==> config.mk <==
export PLATFORM = sky130hd
export DESIGN_NAME = logic_reduce_pipe
export DESIGN_NICKNAME = d
export VERILOG_FILES = /design/src/rtl/logic_reduce_pkg.sv /design/src/rtl/logic_reduce_stage.sv /design/src/rtl/logic_reduce_pipe.sv
export SDC_FILE = /design/constraint.sdc
export NUM_CORES = 1
export LEC_CHECK = 0
export BUFFER_PORTS_ARGS = -buffer_cell sky130_fd_sc_hd__buf_4
export CORE_MARGIN = 2
export CORE_UTILIZATION = 46
export DETAILED_ROUTE_END_ITERATION = 7
export PLACE_DENSITY_LB_ADDON = 0.15
export SETUP_SLACK_MARGIN = 0.15
export SYNTH_ARGS = -nofsm -noshare
export SYNTH_HDL_FRONTEND = slang
export SYNTH_SLANG_ARGS = --single-unit
==> constraint.sdc <==
create_clock -name clk -period 1.14 [get_ports clk]
set_input_delay 0.114 -clock clk [delete_from_list [all_inputs] [get_ports clk]]
set_output_delay 0.114 -clock clk [all_outputs]
set_load 0.02 [all_outputs]
==> src/rtl/logic_reduce_pkg.sv <==
// ============================================================================
// Module      : logic_reduce_pkg
// Description : Shared types, limits and the per-bit reduction function for
//               the logic_reduce_pipe family.
// Revision    : 1.0 - initial release
// ============================================================================
`default_nettype none

package logic_reduce_pkg;

    typedef enum logic [1:0] {
        LM_AND  = 2'd0,
        LM_OR   = 2'd1,
        LM_XOR  = 2'd2,
        LM_NAND = 2'd3
    } logic_mode_t;

    localparam int MAX_WIDTH  = 64;
    localparam int MAX_INPUTS = 16;
    localparam int MAX_STAGES = 4;

    // Reduces one bit column; only the first num_ops entries take part.
    function automatic logic reduce_ops(input logic_mode_t mode,
                                        input logic [MAX_INPUTS-1:0] ops,
                                        input int num_ops);
        logic w_and;
        logic w_or;
        logic w_xor;
        logic w_res;
        w_and = 1'b1;
        w_or  = 1'b0;
        w_xor = 1'b0;
        for (int k = 0; k < MAX_INPUTS; k++) begin
            if (k < num_ops) begin
                w_and = w_and & ops[k];
                w_or  = w_or  | ops[k];
                w_xor = w_xor ^ ops[k];
            end
        end
        case (mode)
            LM_AND:  w_res = w_and;
            LM_OR:   w_res = w_or;
            LM_XOR:  w_res = w_xor;
            LM_NAND: w_res = ~w_and;
            default: w_res = w_and;
        endcase
        return w_res;
    endfunction

endpackage

`default_nettype wire

==> src/rtl/logic_reduce_stage.sv <==
// ============================================================================
// Module      : logic_reduce_stage
// Description : One valid/ready register slice carrying an opaque payload.
// Revision    : 1.0 - initial release
// ============================================================================
`default_nettype none

module logic_reduce_stage #(
    parameter int PAYLOAD_W = 10
) (
    input  logic                 clk,
    input  logic                 rst_n,
    input  logic                 in_valid,
    output logic                 in_ready,
    input  logic [PAYLOAD_W-1:0] in_data,
    output logic                 out_valid,
    input  logic                 out_ready,
    output logic [PAYLOAD_W-1:0] out_data
);

    logic                 r_valid;
    logic [PAYLOAD_W-1:0] r_data;

    assign in_ready  = !r_valid || out_ready;
    assign out_valid = r_valid;
    assign out_data  = r_data;

    // Payload loads only with a valid beat so idle-bus garbage never enters.
    always_ff @(posedge clk) begin
        if (!rst_n) begin
            r_valid <= 1'b0;
            r_data  <= '0;
        end else if (in_ready) begin
            r_valid <= in_valid;
            if (in_valid) begin
                r_data <= in_data;
            end
        end
    end

endmodule

`default_nettype wire

==> src/rtl/logic_reduce_pipe.sv <==
// ============================================================================
// Module      : logic_reduce_pipe
// Description : Pipelined N-operand bitwise AND/OR/XOR/NAND unit with
//               valid/ready flow control. Optional LOGIC_REDUCE_PIPE_STATS_EN
//               adds saturating transfer/stall counters.
// Revision    : 1.0 - initial release
// ============================================================================
`default_nettype none

module logic_reduce_pipe
    import logic_reduce_pkg::*;
#(
    parameter int WIDTH      = 8,
    parameter int NUM_INPUTS = 4,
    parameter int STAGES     = 2
) (
    input  logic                        clk,
    input  logic                        rst_n,
    input  logic                        in_valid,
    output logic                        in_ready,
    input  logic [NUM_INPUTS*WIDTH-1:0] in_data,
    input  logic [1:0]                  in_mode,
    output logic                        out_valid,
    input  logic                        out_ready,
    output logic [WIDTH-1:0]            out_data,
    output logic [1:0]                  out_mode
`ifdef LOGIC_REDUCE_PIPE_STATS_EN
    ,
    output logic [15:0]                 xfer_count,
    output logic [15:0]                 stall_count
`endif
);

    localparam int c_payload_w = WIDTH + 2;

    if (WIDTH < 1 || WIDTH > MAX_WIDTH) begin : g_bad_width
        $error("logic_reduce_pipe: WIDTH out of range");
    end
    if (NUM_INPUTS < 2 || NUM_INPUTS > MAX_INPUTS) begin : g_bad_inputs
        $error("logic_reduce_pipe: NUM_INPUTS out of range");
    end
    if (STAGES < 1 || STAGES > MAX_STAGES) begin : g_bad_stages
        $error("logic_reduce_pipe: STAGES out of range");
    end

    logic [WIDTH-1:0] w_result;

    for (genvar b = 0; b < WIDTH; b++) begin : g_bit
        logic [MAX_INPUTS-1:0] w_column;
        for (genvar k = 0; k < MAX_INPUTS; k++) begin : g_op
            if (k < NUM_INPUTS) begin : g_used
                assign w_column[k] = in_data[k*WIDTH + b];
            end else begin : g_pad
                assign w_column[k] = 1'b0;
            end
        end
        assign w_result[b] = reduce_ops(logic_mode_t'(in_mode), w_column, NUM_INPUTS);
    end

    logic [STAGES-1:0]      w_valid;
    logic [STAGES-1:0]      w_dn_ready;
    logic [STAGES-1:0]      w_slot_ready;
    logic [c_payload_w-1:0] w_data [STAGES];

    for (genvar i = 0; i < STAGES; i++) begin : g_stage
        logic                   w_up_valid;
        logic [c_payload_w-1:0] w_up_data;

        if (i == 0) begin : g_head
            assign w_up_valid = in_valid;
            assign w_up_data  = {in_mode, w_result};
        end else begin : g_body
            assign w_up_valid = w_valid[i-1];
            assign w_up_data  = w_data[i-1];
            always_comb assert (w_slot_ready[i] == w_dn_ready[i-1]);
        end

        // Downstream readiness flattened: a later bubble or out_ready frees this slot.
        if (i == STAGES - 1) begin : g_tail
            assign w_dn_ready[i] = out_ready;
        end else begin : g_link
            assign w_dn_ready[i] = out_ready | ~(&w_valid[STAGES-1:i+1]);
        end

        logic_reduce_stage #(
            .PAYLOAD_W (c_payload_w)
        ) u_stage (
            .clk       (clk),
            .rst_n     (rst_n),
            .in_valid  (w_up_valid),
            .in_ready  (w_slot_ready[i]),
            .in_data   (w_up_data),
            .out_valid (w_valid[i]),
            .out_ready (w_dn_ready[i]),
            .out_data  (w_data[i])
        );
    end

    assign in_ready  = w_slot_ready[0];
    assign out_valid = w_valid[STAGES-1];
    assign out_data  = w_data[STAGES-1][WIDTH-1:0];
    assign out_mode  = w_data[STAGES-1][WIDTH +: 2];

`ifdef LOGIC_REDUCE_PIPE_STATS_EN
    logic [15:0] r_xfer_count;
    logic [15:0] r_stall_count;

    always_ff @(posedge clk) begin
        if (!rst_n) begin
            r_xfer_count  <= 16'd0;
            r_stall_count <= 16'd0;
        end else begin
            if (out_valid && out_ready && r_xfer_count != 16'hFFFF) begin
                r_xfer_count <= r_xfer_count + 16'd1;
            end
            if (out_valid && !out_ready && r_stall_count != 16'hFFFF) begin
                r_stall_count <= r_stall_count + 16'd1;
            end
        end
    end

    assign xfer_count  = r_xfer_count;
    assign stall_count = r_stall_count;
`endif

endmodule

`default_nettype wire

==> flow_metrics.env <==
export IMPL_status="finished with violations"
export IMPL_violations="setup timing"
export IMPL_critPathLaunchType="register"
export IMPL_cts_made_buffers=3
export IMPL_dieHeight_um=61.8
export IMPL_cts_max_level=1
export IMPL_grt_pass1_vias=1417
export IMPL_final_setup_viol_count=1
export IMPL_fin_crit_ns=1.15
export IMPL_hpwl_mm=2.85
export IMPL_synth_area_leaders="dfxtp_1, ha_1, nor4b_2, mux2i_1, a32o_1"
export IMPL_crit_path_end_kind="output pin"
export IMPL_wirelength_mm=3.50
export IMPL_max_freq_ghz=0.871
export IMPL_area_growth_pct=36.2
export IMPL_portBuffers=49
export IMPL_cap_violations=0
export IMPL_row_count=20
export IMPL_drt_antenna_violating_nets=0
export IMPL_drv_slew=0
export IMPL_fp_dieW_um=61.8
export IMPL_holdPathEnd="g_stage[0].u_stage.out_data[9]$_SDFFE_PN0P_"
export IMPL_fin_skew_ns=0.00243
export IMPL_crit_fanout=3
export IMPL_hold_viol=0
export IMPL_fin_ws_ns=-0.00858
export IMPL_n_antenna_cell=0
export IMPL_synth_warnings=0
export IMPL_clock_latency_ns=0.31
export IMPL_antenna_found_initial=0
export IMPL_grt_max_degree=17
export IMPL_fin_area_mm2=0.00209
export IMPL_first_pass_iters=3
export IMPL_hold_buffers=0
export IMPL_dpl_cell_area_mm2=0.00201
export IMPL_worstPathCellList="nand3b_1, buf_4, buf_6"
export IMPL_synth_area_mm2=0.00154
export IMPL_routabilityCongestion=0.718
export IMPL_drt_iter0_drc=37
export IMPL_critical_path_class="reg -> out"
export IMPL_post_drt_wl_per_cell_um=13.2
export IMPL_rrSetupSlack_ns=0.01
export IMPL_utilization=0.670
export IMPL_synthCells=163
export IMPL_multiInputGateArea_mm2=0.00101
export IMPL_coreArea_mm2=0.00313
export IMPL_power_density_mw_per_mm2=861
export IMPL_drc=0
export IMPL_fillers=259
export IMPL_holdPathStages=3
export IMPL_hp_class="in -> reg"
export IMPL_grt_setup_unrepaired="true"
export IMPL_reg2regPathDepth=5
export IMPL_synth_nets=217
export IMPL_critical_path_arrival_ns=1.03
export IMPL_synthDistinctLibCells=24
export IMPL_ys_seq_area_frac=0.286
export IMPL_path_clk_slew_ns=0.12
export IMPL_reg2reg_from="g_stage[1].u_stage.out_valid$_SDFFE_PN0P_"
export IMPL_tritoncts="done"
export IMPL_synth_top_area_cell="dfxtp_1"
export IMPL_clk_path_buf_depth=2
export IMPL_cp_top_family="flip-flops"
export IMPL_start_util=0.492
export IMPL_cellLeakagePower_uw=0.000994
export IMPL_gr_usage_all_layers=0.202
export IMPL_path_buf_inv=2
export IMPL_drive_gt1_frac=0.374
export IMPL_r2r_end="g_stage[1].u_stage.out_data[1]$_SDFFE_PN0P_"
export IMPL_dr_total_vias=1385
export IMPL_finalSetupTns_ns=-0.00858
export IMPL_die_area_mm2=0.00382
export IMPL_fin_nets=277
export IMPL_netlist_area_leader_share=0.286
export IMPL_peakVddDrop_mv=0.461
export IMPL_ys_seq_elements=22
export IMPL_gr_total_overflow=0
export IMPL_holdWs_ns=0.0876
export IMPL_worstMarginPinSlew_ns=0.222
export IMPL_relSlewSlack=0.852
export IMPL_synth_avg_cell_area_um2=9.43
export IMPL_ff_latch_area_um2=445
export IMPL_period_share=1.01
export IMPL_cpMaxStageDelayCell="dfxtp_4"
export IMPL_min_from="in_valid"
export IMPL_p_total_uw=1800
export IMPL_cts_root_buf="clkbuf_4"
export IMPL_clkSinkCount=22
export IMPL_worstSetupStartpoint="g_stage[1].u_stage.out_valid$_SDFFE_PN0P_"
export IMPL_vias_per_cell=5.21
export IMPL_grt_first_pass_wirelength_mm=5.78
export IMPL_crit_required_ns=1.03
export IMPL_worst_path_largest_cell_delay_ns=0.37
export IMPL_io_pins=50
## how the worst max path moves through the flow
| stage | cells after the start | end | slack [ns] |
|---|---|---|---|
| finish | 3 | in_ready | -0.009 |
| global placement | 7 | g_stage[0].u_stage.out_data[3]$_SDFFE_PN0P_ | -0.13 |
| detailed placement | 7 | g_stage[0].u_stage.out_data[3]$_SDFFE_PN0P_ | -0.15 |
| CTS | 3 | in_ready | -0.006 |
| global route | 3 | in_ready | -0.07 |
| floorplan | 4 | g_stage[0].u_stage.out_data[0]$_SDFFE_PN0P_ | -0.20 |
## worst min-delay path: cells and delay by family
| family | cells | cell delay (ns) |
|---|---|---|
| buffers and inverters | 1 | 0.13 |
| AND/OR/NAND/NOR | 1 | 0.06 |
| AO/OA/AOI/OAI | 1 | 0.05 |
## final cells by class
cell class,count,share of cell area
inverter,17,0.0305
tap,44,0.0263
multi-input combinational,116,0.482
timing repair buffer,63,0.231
clock buffer,4,0.0173
sequential,22,0.213
## sequential cells by signal, indices dropped and copies added (netlist names)
register and flops:
g_stage.u_stage.out_valid 2, g_stage.u_stage.out_data 20
## synth_stat cells (all sizes together)
library cell / n
nor2b: 11
xnor2: 8
dfxtp: 22
a32o: 8
nand2b: 2
o21a: 1
a21boi: 11
nor2: 1
and2: 1
mux2i: 10
nor4b: 8
ha: 16
nand3b: 1
buf: 5
and3: 1
xor2: 8
clkbuf: 3
nand2: 11
nand3: 10
o22ai: 8
inv: 17
## cells by family (layout without fill, tap and decap cells)
kind of cell,after synthesis,after routing,synth area share
buffers and inverters,25,84,0.0732
multiplexers,10,10,0.0651
adder cells (fa/ha/maj),16,16,0.130
AO/OA/AOI/OAI,28,28,0.143
flip-flops,22,22,0.286
AND/OR/NAND/NOR,46,46,0.211
XOR/XNOR,16,16,0.0911
## layer usage
layer / part of all wire / wire [um] / global-route usage
met1: 0.39 / 1380 / 0.215
met2: 0.55 / 1940 / 0.403
met3: 0.039 / 135 / 0.0228
met4: 0.014 / 48 / 0.0669
met5: 0 / 0 / 0
## power by group
group	internal [uW]	switching [uW]
Sequential	811	22.3
Clock	195	241
Combinational	294	240
Total	1300	503
## through the flow
| step | instances | setup WS, ns |
|---|---|---|
| floorplan | 163 | -0.202 |
| CTS | 266 | -0.00607 |
| global placement | 260 | -0.132 |
| detailed placement | 260 | -0.154 |
| global route | 266 | -0.0652 |
| finish | 266 | -0.00858 |
## cells in the final DEF, fill, tap and decap left out
master,Yosys,routed
buf_4,0,60
dfxtp_1,22,20
inv_1,17,17
ha_1,16,16
nand3_1,10,10
nand2_1,11,10
mux2i_1,10,10
nor2b_1,11,10
a21boi_0,9,9
nor4b_2,8,8
xor2_1,8,8
xnor2_1,8,8
o22ai_1,8,8
a32o_1,8,8
clkbuf_4,0,3
buf_6,2,3
a21boi_1,2,2
nand2b_4,1,2
nand3b_1,1,1
nor2b_4,0,1
o21a_1,1,1
nand2_2,0,1
and3_4,0,1
nor2_1,1,1
and2_4,0,1
clkbuf_8,0,1
dfxtp_2,0,1
dfxtp_4,0,1
## what timing repair did
item | in CTS | in global routing
resized for setup | 12 | 0
setup endpoints to repair | 19 | 21
setup buffers | 2 | 0
pin swaps | 1 | 0
Note: power is estimated with default switching activity, not from simulation.
